$ cat config.mk
export PLATFORM = sky130hd
export DESIGN_NAME = cargador_dia_bcd_flat
export DESIGN_NICKNAME = d
export VERILOG_FILES = /design/src/rtl/cargador_dia_bcd_pkg.sv /design/src/rtl/cargador_dia_bcd_if.sv /design/src/rtl/cargador_dia_bcd_detector_flanco.sv /design/src/rtl/cargador_dia_bcd.sv /design/src/flat_wrapper.sv
export SDC_FILE = /design/constraint.sdc
export NUM_CORES = 1
export LEC_CHECK = 0
export CAP_MARGIN = 30
export CORE_MARGIN = 3
export CORE_UTILIZATION = 45
export CTS_CLUSTER_DIAMETER = 80
export DETAILED_ROUTE_END_ITERATION = 7
export GPL_ROUTABILITY_DRIVEN = 0
export PLACE_DENSITY_LB_ADDON = 0.1
export REMOVE_ABC_BUFFERS = 1
export SETUP_SLACK_MARGIN = 0.15
export SYNTH_ARGS = -nofsm -noshare
export SYNTH_HDL_FRONTEND = slang
export SYNTH_HIERARCHICAL = 1
export SYNTH_SLANG_ARGS = --single-unit
export TNS_END_PERCENT = 20
$ cat constraint.sdc
create_clock -name clk -period 1.7 [get_ports clk]
set_input_delay 0.425 -clock clk [delete_from_list [all_inputs] [get_ports clk]]
set_output_delay 0.425 -clock clk [all_outputs]
set_load 0.02 [all_outputs]
$ cat src/rtl/cargador_dia_bcd_pkg.sv
// Shared constants, state encoding and BCD range check for the day loader.
package cargador_dia_bcd_pkg;

  localparam int         DIA_N       = 5;
  localparam logic [7:0] DIA_MIN_BCD = 8'h01;
  localparam logic [7:0] DIA_MAX_BCD = 8'h31;

  typedef enum logic [2:0] {
    IDLE  = 3'd0,
    CHECK = 3'd1,
    ACC   = 3'd2,
    DONE  = 3'd3,
    ERR   = 3'd4
  } state_t;

  // Both digits must be decimal and the value must be a legal day of the month.
  function automatic logic bcd_day_ok(input logic [7:0] v);
    return (v[3:0] <= 4'd9) && (v[7:4] <= 4'd3) &&
           (v >= DIA_MIN_BCD) && (v <= DIA_MAX_BCD);
  endfunction

endpackage

$ cat src/rtl/cargador_dia_bcd_if.sv
// Request/result bundle between a day-load requester and the BCD day loader.
interface cargador_dia_bcd_if
  import cargador_dia_bcd_pkg::*;
#(parameter int N = DIA_N);
  logic         load_req;
  logic [7:0]   data_bcd;
  logic         ready;
  logic         done;
  logic         error;
  logic [N-1:0] day_bin;

  modport master (output load_req, data_bcd, input ready, done, error, day_bin);
  modport slave  (input load_req, data_bcd, output ready, done, error, day_bin);
endinterface

$ cat src/rtl/cargador_dia_bcd_detector_flanco.sv
// Rising-edge detector; the history bit resets high so a level held through reset is not an edge.
module detector_flanco (
  input  logic clk,
  input  logic reset,
  input  logic in,
  output logic tick
);
  logic prev;

  always_ff @(posedge clk) begin
    if (reset) prev <= 1'b1;
    else       prev <= in;
  end

  assign tick = in & ~prev;
endmodule

$ cat src/rtl/cargador_dia_bcd.sv
// Converts a packed-BCD day (01..31) into day-1 in binary by repeated add-10 accumulation.
module cargador_dia_bcd
  import cargador_dia_bcd_pkg::*;
#(parameter int N = DIA_N) (
  input  logic                 clk,
  input  logic                 reset,
  cargador_dia_bcd_if.slave    bus
);
  state_t       state, state_d;
  logic [7:0]   cap, cap_d;
  logic [N-1:0] acc, acc_d;
  logic [N-1:0] tens_cnt, tens_d;
  logic [N-1:0] day_bin, day_d;
  logic         load_tick;

  detector_flanco u_flanco (
    .clk   (clk),
    .reset (reset),
    .in    (bus.load_req),
    .tick  (load_tick)
  );

  always_ff @(posedge clk) begin
    if (reset) begin
      state    <= IDLE;
      cap      <= '0;
      acc      <= '0;
      tens_cnt <= '0;
      day_bin  <= '0;
    end else begin
      state    <= state_d;
      cap      <= cap_d;
      acc      <= acc_d;
      tens_cnt <= tens_d;
      day_bin  <= day_d;
    end
  end

  always_comb begin
    state_d = state;
    cap_d   = cap;
    acc_d   = acc;
    tens_d  = tens_cnt;
    day_d   = day_bin;
    case (state)
      IDLE: if (load_tick) begin
        cap_d   = bus.data_bcd;
        state_d = CHECK;
      end
      CHECK: if (!bcd_day_ok(cap)) begin
        state_d = ERR;
      end else begin
        acc_d   = N'(cap[3:0]);
        tens_d  = N'(cap[7:4]);
        state_d = ACC;
      end
      // One cycle per tens digit, plus the final cycle that commits the result.
      ACC: if (tens_cnt != '0) begin
        acc_d  = acc + N'(10);
        tens_d = tens_cnt - N'(1);
      end else begin
        day_d   = acc - N'(1);
        state_d = DONE;
      end
      DONE:    state_d = IDLE;
      ERR:     state_d = IDLE;
      default: state_d = IDLE;
    endcase
  end

  assign bus.ready   = (state == IDLE);
  assign bus.done    = (state == DONE);
  assign bus.error   = (state == ERR);
  assign bus.day_bin = day_bin;
endmodule

$ cat src/flat_wrapper.sv
// flat-port wrapper written by rule: the top's interface ports become plain ports
module cargador_dia_bcd_flat import cargador_dia_bcd_pkg::*;
#(parameter int N = DIA_N)
  (clk, reset, bus_load_req, bus_data_bcd, bus_ready, bus_done, bus_error, bus_day_bin);
  cargador_dia_bcd_if #(.N(N)) bus_i ();
  input  logic clk;
  input  logic reset;
  input wire logic [$bits(bus_i.load_req)-1:0] bus_load_req;
  input wire logic [$bits(bus_i.data_bcd)-1:0] bus_data_bcd;
  output wire logic [$bits(bus_i.ready)-1:0] bus_ready;
  output wire logic [$bits(bus_i.done)-1:0] bus_done;
  output wire logic [$bits(bus_i.error)-1:0] bus_error;
  output wire logic [$bits(bus_i.day_bin)-1:0] bus_day_bin;
  assign bus_i.load_req = bus_load_req;
  assign bus_i.data_bcd = bus_data_bcd;
  assign bus_ready = bus_i.ready;
  assign bus_done = bus_i.done;
  assign bus_error = bus_i.error;
  assign bus_day_bin = bus_i.day_bin;
  cargador_dia_bcd #(.N(N)) u_core (.clk(clk), .reset(reset), .bus(bus_i));
endmodule
==> results.py <==
metrics = {
    "clock_tree": {
        "ctsHoldBuffers": 0,
        "cts_buffers": 3,
        "cts_max_path_buffers": 2,
        "cts_tree": "built",
        "path_clk_slew_ns": 0.14,
        "htreeDepth": 1,
        "clock-sinks": 27,
        "clock_latency_ns": 0.32,
        "root_buffer": "clkbuf_4",
    },
    "synthesis": {
        "synth_edf_count": 0,
        "synth-seq-cells": 27,
        "async_reset_ff_share_pct": 0,
        "syn_avg_cell_area_um2": 8.32,
        "synth-seq-area-share_pct": 38.9,
        "synth_area_mm2": 0.00139,
        "yosysUniqueCellTypes": 36,
        "syn_inst": 167,
        "synth_ff_type": "dfxtp_1",
        "yosys_warnings": 6,
    },
    "die": {
        "io_pins": 19,
        "start_util_pct": 48.7,
        "die_x_um": 61.6,
        "placementRows": 19,
        "fp.dieArea_mm2": 0.00379,
        "coreArea_mm2": 0.00285,
        "die-height_um": 61.6,
    },
    "worst_hold_path": {
        "hold_class": "reg -> reg",
    },
    "critical_path": {
        "required_ns": 1.94,
        "startpoint": "u_core/cap[0]",
        "r2r-start": "u_core/cap[0]",
        "endpoint": "u_core/tens_cnt[0]",
        "crit_type": "reg -> reg",
        "r2r_setup_slack_ns": 0.02,
        "r2r_end": "u_core/tens_cnt[0]",
        "r2r_cells": 6,
        "crit_fanout": 5,
        "crit_path_start_kind": "flip-flop",
        "crit_arrival_ns": 1.93,
        "end_kind": "flip-flop",
    },
    "routing": {
        "drc": 0,
        "drt_first_iter_violations": 47,
        "ant_nets": 0,
        "drt_wl_total_um": 3510,
        "vias": 1339,
        "wl_per_cell_um": 14.7,
        "vias_per_cell": 5.63,
        "dr.pass1.iters": 4,
    },
    "finish": {
        "diodes": 0,
        "area_delta_synth_final_pct": 38.9,
        "fin_nets": 225,
        "fill_cells": 246,
        "drive_gt1_share_pct": 34.3,
    },
    "sta": {
        "tightest_slew_ns": 0.331,
        "slew_headroom_pct": 77.9,
        "setup_viol": 0,
        "slew_violations": 0,
        "hold_viol_final": 0,
        "rsz0062_at_grt": "yes",
        "period_minus_slack_ns": 1.68,
        "fmax_ghz": 0.594,
        "finClkSkew_ns": 0.00180,
        "hold_slack_ns": 0.481,
        "period_share_pct": 99.0,
    },
    "global_routing": {
        "grt_start_max_net_pins": 16,
        "grt_first_pass_wirelength_um": 5870,
        "grt_pass1_vias": 1279,
        "grt.total_usage_pct": 20.7,
        "antenna_found_initial": 0,
        "overflow": 0,
    },
    "power_and_ir_drop": {
        "p_per_area_mw_per_mm2": 570,
        "vdd_drop_max_mv": 0.553,
        "power.leakage_nw": 0.737,
        "power.total_mw": 1.10,
    },
    "outcome": {
        "status": "finished, final reports clean",
    },
    "placement": {
        "dp_hpwl_um": 2370,
        "io_buffers": 18,
    },
    "job": {
        "maxCapViolations": 0,
    },
}
[cells in the mapped netlist, types with 2 or more instances]
cell,n,area (um2)
a21oi_1,15,75.1
nor3_1,5,25.0
nor2_1,20,75.1
o21ai_0,6,30.0
nor4_1,3,18.8
xnor2_1,3,26.3
o41ai_1,3,26.3
nand2b_1,4,25.0
ha_1,6,75.1
mux2i_1,2,20.0
nor3b_1,2,15.0
a211oi_2,6,75.1
nor2b_1,2,12.5
or3b_2,2,17.5
dfxtp_1,27,541
a211oi_1,2,15.0
clkbuf_1,5,18.8
nand2_1,31,116
inv_1,5,18.8
xor2_1,2,17.5
[worst min path at each step]
stage	from	cells after the start	endpoint	slack (ns)
finish	u_core/cap[0]	2	u_core/cap[0]	0.48
CTS	u_core/cap[0]	2	u_core/cap[0]	0.48
global placement	u_core/cap[6]	2	u_core/cap[6]	0.47
floorplan	u_core/cap[0]	2	u_core/cap[0]	0.44
global route	u_core/cap[0]	2	u_core/cap[0]	0.51
detailed placement	u_core/cap[0]	2	u_core/cap[0]	0.47
[critical path: stages, from the launching register on]
cell,delay [ns]
dfxtp_2,0.35
or3_4,0.39
o41ai_4,0.28
buf_4,0.19
o21a_4,0.18
nor4_2,0.06
a211oi_2,0.16
[state kept, by name, indices dropped and copies added, names as in the netlist]
| name | flops |
|---|---|
| u_core/cap | 8 |
| u_core/acc | 5 |
| u_core/bus.day_bin | 5 |
| u_core/tens_cnt | 5 |
| u_core/state | 3 |
| u_core/u_flanco/prev | 1 |
[cells by family after synthesis]
logic type | Yosys count | synth area share (%)
AND/OR/NAND/NOR | 75 | 26.0
flip-flops | 27 | 38.9
adder cells (fa/ha/maj) | 6 | 5.41
XOR/XNOR | 5 | 3.15
multiplexers | 2 | 1.44
AO/OA/AOI/OAI | 40 | 21.3
buffers and inverters | 12 | 3.78
[layer usage]
layer	track usage, %	share of wire [%]	vias to the layer above
li1	-	-	665
met1	26.3	43	638
met2	36.3	52	34
met3	3.77	4.2	2
met4	4.55	0.66	0
met5	0	0	-
[per-stage QoR]
| step | setup WS, ns | util (%) | setup TNS, ns | instance area [um2] | std cells |
|---|---|---|---|---|---|
| floorplan | -0.257 | - | -2.25 | 1360 | 160 |
| global placement | -0.00172 | 60.6 | -0.00293 | 1730 | 228 |
| detailed placement | -0.108 | 60.6 | -0.640 | 1730 | 228 |
| CTS | 0.0183 | 65.7 | 0 | 1870 | 237 |
| global route | -0.0590 | 67.6 | -0.240 | 1930 | 238 |
| finish | 0.0164 | 67.6 | 0 | 1930 | 238 |
[timing repair]
item / in CTS / in global routing
setup buffers: 5 / 1
setup endpoints to repair: 23 / 21
resized for setup: 44 / 16
pin swaps: 12 / 9
[final cells by class]
class | count | area, um2 | share of cell area [%]
clock buffer | 4 | 26.3 | 1.36
inverter | 5 | 18.8 | 0.973
multi-input combinational | 128 | 925 | 47.9
sequential | 27 | 556 | 28.8
tap | 31 | 38.8 | 2.01
timing repair buffer | 43 | 365 | 18.9
[layout by cell type (no fill, tap or decap), types with 3 or more instances in the layout]
cell / n
o21ai_0: 3
clkdlybuf4s50_1: 10
dlygate4sd2_1: 5
clkbuf_4: 3
inv_1: 3
nand2b_1: 4
ha_1: 5
a211oi_2: 6
nand2_1: 30
dfxtp_2: 9
o21ai_1: 3
o41ai_2: 3
dfxtp_1: 17
nor3_2: 3
nor2_1: 18
a21oi_1: 15
buf_4: 24
xnor2_1: 3
[power by group]
part | total, mW | internal (mW) | switching [mW]
clock | 0.272 | 0.0918 | 0.180
combinational | 0.169 | 0.0831 | 0.0864
sequential | 0.658 | 0.646 | 0.0124
total | 1.10 | 0.821 | 0.279
Power figures use the tool's default switching activity.
